### src/rtl/tdm_frame_tx_if.sv
// Write-port bundle for tdm_frame_tx: sample writes into the fill bank plus the
// commit pulse that hands the fill bank over for serialisation.
interface tdm_frame_tx_if;
  logic       wr_valid;
  logic       wr_ready;
  logic [4:0] wr_ch;
  logic [7:0] wr_data;
  logic       wr_commit;

  // Producer side: the block filling frames
  modport master (
    output wr_valid,
    output wr_ch,
    output wr_data,
    output wr_commit,
    input  wr_ready
  );

  // Consumer side: tdm_frame_tx
  modport slave (
    input  wr_valid,
    input  wr_ch,
    input  wr_data,
    input  wr_commit,
    output wr_ready
  );
endinterface

### src/rtl/tdm_frame_tx.sv
// tdm_frame_tx: double-buffered 32-channel frame store serialised as a continuous
// TDM bit stream, channel 0..31, MSb first, with a one-slot frame sync on ch0 bit7.
// Launches on posedge serial_clk; the downstream receiver samples on the inverted clock.
//
// Build option: define TDM_IDLE_CODE_EN to give each bank per-channel written flags,
// so channels not written before a commit serialise IDLE_BYTE instead of old contents.
module tdm_frame_tx #(
  parameter int unsigned NUM_CH    = 32,
  parameter logic [7:0]  IDLE_BYTE = 8'hFF
) (
  input  logic          serial_clk,
  input  logic          reset,
  input  logic          enable,
  tdm_frame_tx_if.slave wr,
  output logic          data_out,
  output logic          frame_sync,
  output logic [4:0]    cur_ch,
  output logic          busy
);

  typedef enum logic [1:0] {StIdle, StRun, StDrain} state_e;

  localparam logic [4:0] LastCh = 5'(NUM_CH - 1);

  state_e      state_q;
  logic [2:0]  bit_cnt_q;
  logic [4:0]  ch_cnt_q;
  logic        play_sel_q;
  logic        commit_pending_q;
  logic [7:0]  bank_q [2][NUM_CH];

`ifdef TDM_IDLE_CODE_EN
  logic [NUM_CH-1:0] written_q [2];
`endif

  logic       issue;
  logic       frame_start;
  logic       swap;
  logic       last_slot;
  logic       play_bank;
  logic       fill_sel;
  logic       wr_en;
  logic [7:0] play_byte;

  // Slot issue, swap and write qualification decoded from current state
  always_comb begin
    // IDLE issues ch0 bit7 in the same edge that first samples enable high
    issue       = (state_q != StIdle) || enable;
    frame_start = issue && (ch_cnt_q == 5'd0) && (bit_cnt_q == 3'd7);
    swap        = frame_start && commit_pending_q;
    last_slot   = (ch_cnt_q == LastCh) && (bit_cnt_q == 3'd0);
    // On a swap the incoming bank already supplies this first bit
    play_bank   = swap ? ~play_sel_q : play_sel_q;
    fill_sel    = ~play_sel_q;
    wr_en       = wr.wr_valid && wr.wr_ready;
  end

  // Byte for the slot being issued, substituted by the idle code if never written
  always_comb begin
    play_byte = bank_q[play_bank][ch_cnt_q];
`ifdef TDM_IDLE_CODE_EN
    if (!written_q[play_bank][ch_cnt_q]) begin
      play_byte = IDLE_BYTE;
    end
`endif
  end

  assign wr.wr_ready = ~commit_pending_q;

  // Frame store: writes only ever land in the fill bank
  always_ff @(posedge serial_clk or posedge reset) begin
    if (reset) begin
      for (int i = 0; i < int'(NUM_CH); i++) begin
        bank_q[0][i] <= 8'h00;
        bank_q[1][i] <= 8'h00;
      end
    end else if (wr_en) begin
      bank_q[fill_sel][wr.wr_ch] <= wr.wr_data;
    end
  end

`ifdef TDM_IDLE_CODE_EN
  // Written flags travel with their bank; the bank becoming fill starts clean.
  // A write and a swap never coincide since swap needs commit_pending=1.
  always_ff @(posedge serial_clk or posedge reset) begin
    if (reset) begin
      written_q[0] <= '0;
      written_q[1] <= '0;
    end else if (swap) begin
      written_q[play_sel_q] <= '0;
    end else if (wr_en) begin
      written_q[fill_sel][wr.wr_ch] <= 1'b1;
    end
  end
`endif

  // Sequencer: state, slot counters, bank select, commit flag and registered outputs
  always_ff @(posedge serial_clk or posedge reset) begin
    if (reset) begin
      state_q          <= StIdle;
      bit_cnt_q        <= 3'd7;
      ch_cnt_q         <= 5'd0;
      play_sel_q       <= 1'b0;
      commit_pending_q <= 1'b0;
      data_out         <= IDLE_BYTE[7];
      frame_sync       <= 1'b0;
      cur_ch           <= 5'd0;
      busy             <= 1'b0;
    end else begin
      // A commit while one is pending is absorbed; the swap wins over a new commit
      if (swap) begin
        play_sel_q       <= ~play_sel_q;
        commit_pending_q <= 1'b0;
      end else if (wr.wr_commit) begin
        commit_pending_q <= 1'b1;
      end

      if (issue) begin
        data_out   <= play_byte[bit_cnt_q];
        frame_sync <= frame_start;
        cur_ch     <= ch_cnt_q;
        busy       <= 1'b1;
        bit_cnt_q  <= bit_cnt_q - 3'd1;
        if (bit_cnt_q == 3'd0) begin
          ch_cnt_q <= (ch_cnt_q == LastCh) ? 5'd0 : ch_cnt_q + 5'd1;
        end
        // Frames are never cut short: without enable the frame drains to its end
        if (last_slot) begin
          state_q <= enable ? StRun : StIdle;
        end else begin
          state_q <= enable ? StRun : StDrain;
        end
      end else begin
        state_q    <= StIdle;
        data_out   <= IDLE_BYTE[7];
        frame_sync <= 1'b0;
        cur_ch     <= 5'd0;
        busy       <= 1'b0;
      end
    end
  end

endmodule

### src/flat_wrapper.sv
// flat-port wrapper written by rule: the top's interface ports become plain ports
module tdm_frame_tx_flat 
#(
  parameter int unsigned NUM_CH    = 32,
  parameter logic [7:0]  IDLE_BYTE = 8'hFF
)
  (serial_clk, reset, enable, data_out, frame_sync, cur_ch, busy, wr_wr_valid, wr_wr_ch, wr_wr_data, wr_wr_commit, wr_wr_ready);
  tdm_frame_tx_if wr_i ();
  input  logic serial_clk;
  input  logic reset;
  input  logic enable;
  output logic data_out;
  output logic frame_sync;
  output logic [4:0] cur_ch;
  output logic busy;
  input wire logic [$bits(wr_i.wr_valid)-1:0] wr_wr_valid;
  input wire logic [$bits(wr_i.wr_ch)-1:0] wr_wr_ch;
  input wire logic [$bits(wr_i.wr_data)-1:0] wr_wr_data;
  input wire logic [$bits(wr_i.wr_commit)-1:0] wr_wr_commit;
  output wire logic [$bits(wr_i.wr_ready)-1:0] wr_wr_ready;
  assign wr_i.wr_valid = wr_wr_valid;
  assign wr_i.wr_ch = wr_wr_ch;
  assign wr_i.wr_data = wr_wr_data;
  assign wr_i.wr_commit = wr_wr_commit;
  assign wr_wr_ready = wr_i.wr_ready;
  tdm_frame_tx #(.NUM_CH(NUM_CH), .IDLE_BYTE(IDLE_BYTE)) u_core (.serial_clk(serial_clk), .reset(reset), .enable(enable), .wr(wr_i), .data_out(data_out), .frame_sync(frame_sync), .cur_ch(cur_ch), .busy(busy));
endmodule
### config.mk
export PLATFORM = sky130hd
export DESIGN_NAME = tdm_frame_tx_flat
export DESIGN_NICKNAME = d
export VERILOG_FILES = /design/src/rtl/tdm_frame_tx_if.sv /design/src/rtl/tdm_frame_tx.sv /design/src/flat_wrapper.sv
export SDC_FILE = /design/constraint.sdc
export NUM_CORES = 1
export LEC_CHECK = 0
export BUFFER_PORTS_ARGS = -buffer_cell sky130_fd_sc_hd__buf_2
export CORE_MARGIN = 10
export CORE_UTILIZATION = 53
export DETAILED_ROUTE_END_ITERATION = 16
export PLACE_DENSITY = 0.69
export SLEW_MARGIN = 20
export SYNTH_ARGS = -nofsm -noshare
export SYNTH_HDL_FRONTEND = slang
export SYNTH_SLANG_ARGS = --single-unit
### constraint.sdc
create_clock -name serial_clk -period 48.1 [get_ports serial_clk]
set_input_delay 4.81 -clock serial_clk [delete_from_list [all_inputs] [get_ports serial_clk]]
set_output_delay 4.81 -clock serial_clk [all_outputs]
set_load 0.01 [all_outputs]
==> impl_metrics.tcl <==
set metrics [dict create \
    cts_made_buffers 57 \
    syn_inst 2298 \
    finalInstanceArea_mm2 0.0292 \
    holdCritPathClass "flop to flop" \
    wl_per_cell_um 31.5 \
    met1_length_um 35300 \
    ant_nets 0 \
    finalCritPeriodShare 0.187 \
    min_path_cells 1 \
    overflow 0 \
    rrSetupSlack_ps 41580 \
    critical_path.endpoint "u_core.data_out" \
    rsz0062_at_grt "false" \
    yosys_warnings 0 \
    cp.arrival_ps 9530 \
    hold_viol 0 \
    first_pass_iters 7 \
    clkSinkCount 532 \
    reg2reg_depth 14 \
    start_util 0.533 \
    worstHoldStart "u_core.bank_q[11]" \
    syn_area_per_cell_um2 11.6 \
    cts.root.buffer_cell "clkbuf_16" \
    dr_total_vias 21100 \
    yosysUniqueCellTypes 86 \
    grt_antenna_before_repair 5 \
    route.detailed.drc 0 \
    grt_pass1_wl_um 137000 \
    nFillCells 4108 \
    dr_wl_met3_um 11600 \
    synthArstFlopShare 1.00 \
    synth-edff-count 0 \
    detailedPlace.worstSlack_ps 38790 \
    cts_setup_buffers 0 \
    synth_fp_nets 2322 \
    layout_commonest_cell "mux2_2" \
    skew_ps 19.8 \
    grt_pass1_vias 20600 \
    cts_buffer_depth 3 \
    wl_met2_um 39700 \
    coreArea_mm2 0.0500 \
    h-tree-depth 2 \
    report.final.slew_viol_count 0 \
    synth_seq_cells 532 \
    slowest_delay_ps 1000 \
    first_iter_violations 3248 \
    cts_tree "done" \
    status "finished, final reports clean" \
    io_buffer_count 26 \
    grt_start_max_net_pins 173 \
    top_layer_used "met5" \
    min_period_ps 9000 \
    fin_tns_setup_ps 0 \
    cap_viol_max_count 0 \
    seq_area_mm2 0.0133 \
    cp-start-kind "input pin" \
    synthesis.area_mm2 0.0266 \
    die_w_um 244 \
    die_height_um 244 \
    cts_hold_buffers 0 \
    gr-usage-all-layers 0.305 \
    multiInputGateArea_mm2 0.0125 \
    synthFlopType "dfrtp_1" \
    cts.clk_slew.worst_paths_ps 70 \
    viasPerCell 7.12 \
    area_delta_synth_final_pct 9.58 \
    clk_latency_ps 640 \
    max_slew_margin 0.195 \
    critPathKind "input pin to flop" \
    num_rows 82 \
    placed_area_mm2 0.0273 \
    drive_gt1_frac 0.330 \
    fin_ws_ps 39100 \
    seq_area_frac_synth 0.500 \
    critical_path_required_ps 48630 \
    cpMaxStageDelayCell "o311ai_0" \
    io_pins 27 \
    peakVddDrop_uv 42.6 \
    crit_start "enable" \
    max_freq_ghz 0.111 \
    cp-end-kind "flop" \
    p_leak_nw 13.7 \
    die_area_mm2 0.0596 \
    worstReg2RegStart "u_core.ch_cnt_q[1]" \
    worstPathMaxFanout 52 \
    routabilityCongestion 1.01 \
    power_density_mw_per_mm2 50.5 \
    layout_common_cells "mux2_2, dfrtp_1, nand2_1" \
    wl_um 93300 \
    hpwl_um 56900 \
    finalNetCount 2272 \
    path_cells "buf_2 > nor3_2 > buf_4 > clkinv_1 > nand4_1 > nand2_4 > inv_2 > buf_4 > mux2i_1 > o21ai_0 > o311ai_0 > a221oi_1 > o211ai_1 > o211ai_1" \
    setup_viol 0 \
    rr_endpoint "u_core.data_out" \
    cts_resized 0 \
    tightest_slew_ps 1200 \
]
kinds of logic (layout without fill, tap and decap cells):
group	after synthesis	in the layout	synth area share
AO/OA/AOI/OAI	358	358	0.0986
XOR/XNOR	2	2	0.000658
adder cells (fa/ha/maj)	6	6	0.00282
buffers and inverters	215	206	0.0342
flip-flops	532	532	0.500
multiplexers	618	618	0.259
other	0	4	0
AND/OR/NAND/NOR	567	567	0.104
how the worst min path moves through the flow:
stage | endpoint | slack (ps)
after floorplan | u_core.bank_q[146] | 470
after global placement | u_core.bank_q[11] | 480
after detailed placement | u_core.bank_q[237] | 490
after CTS | u_core.bank_q[146] | 500
after global routing | u_core.bank_q[143] | 510
final | u_core.bank_q[11] | 500
cells in the mapped netlist, types with 7 or more instances:
cell type	number	share of area
dfrtp_1	528	0.50
nand2_1	195	0.027
a22oi_1	7	0.0020
a31oi_1	26	0.0061
nand4_1	25	0.0059
a211oi_1	29	0.0082
or3_1	10	0.0023
a21oi_1	41	0.0077
clkbuf_1	122	0.017
nor3_1	52	0.0098
o32ai_1	8	0.0026
mux2_2	538	0.23
o211ai_1	10	0.0028
mux2i_1	76	0.029
a31o_2	7	0.0023
a311oi_1	12	0.0039
and3_1	28	0.0066
inv_1	18	0.0025
nand3_1	74	0.014
and2_1	8	0.0019
o21ai_0	60	0.011
nor2_1	90	0.013
nor4_1	25	0.0059
a32oi_1	12	0.0039
o2111ai_1	7	0.0023
o221ai_1	25	0.0082
a221oi_1	9	0.0030
o22ai_1	26	0.0061
buf_2	40	0.0075
nand2b_1	12	0.0028
buf_1	22	0.0031
area by class of cell:
class                           instances  share of cell area
Clock buffer                           85              0.0576
Sequential cell                       532               0.457
Timing Repair Buffer                   85              0.0214
Inverter                               21             0.00296
Clock inverter                         15             0.00523
Antenna cell                            4            0.000343
Tap cell                              672              0.0288
Multi-Input combinational cell       1551               0.427
critical path: cells and delay by family:
kind            cells  cell delay (ps)
mux                 1              330
buf+inv             5             1810
simple gates        3              730
compound gates      5             1730
metal layers:
layer,up-vias,global-route usage
li1,8450,-
met1,10700,0.396
met2,1531,0.441
met3,435,0.0932
met4,2,0.192
met5,-,0
flip-flops by register name, indices dropped and copies added, names as in the netlist:
signal and flops:
u_core.bank_q 512, u_core.bit_cnt_q 3, u_core.busy 1, u_core.ch_cnt_q 5
u_core.commit_pending_q 1, u_core.cur_ch 5, u_core.data_out 1, u_core.frame_sync 1
u_core.play_sel_q 1, u_core.state_q 2
power by group:
part           leakage, nW  switching [mW]  internal, mW
clock                0.911           0.183         0.255
sequential            7.36          0.0299         0.479
combinational         5.41           0.380         0.145
per-stage QoR:
step / power [mW] / util / instances / hold slack (ps)
after CTS: 1.44 / 0.583 / 2959 / 502
final: 1.47 / 0.584 / 2965 / 502
after global routing: 1.50 / 0.584 / 2961 / 514
after global placement: 1.00 / 0.546 / 2859 / 481
after floorplan: 0.801 / - / 2298 / 470
after detailed placement: 1.01 / 0.546 / 2859 / 487
(Power assumes the default switching activity.)
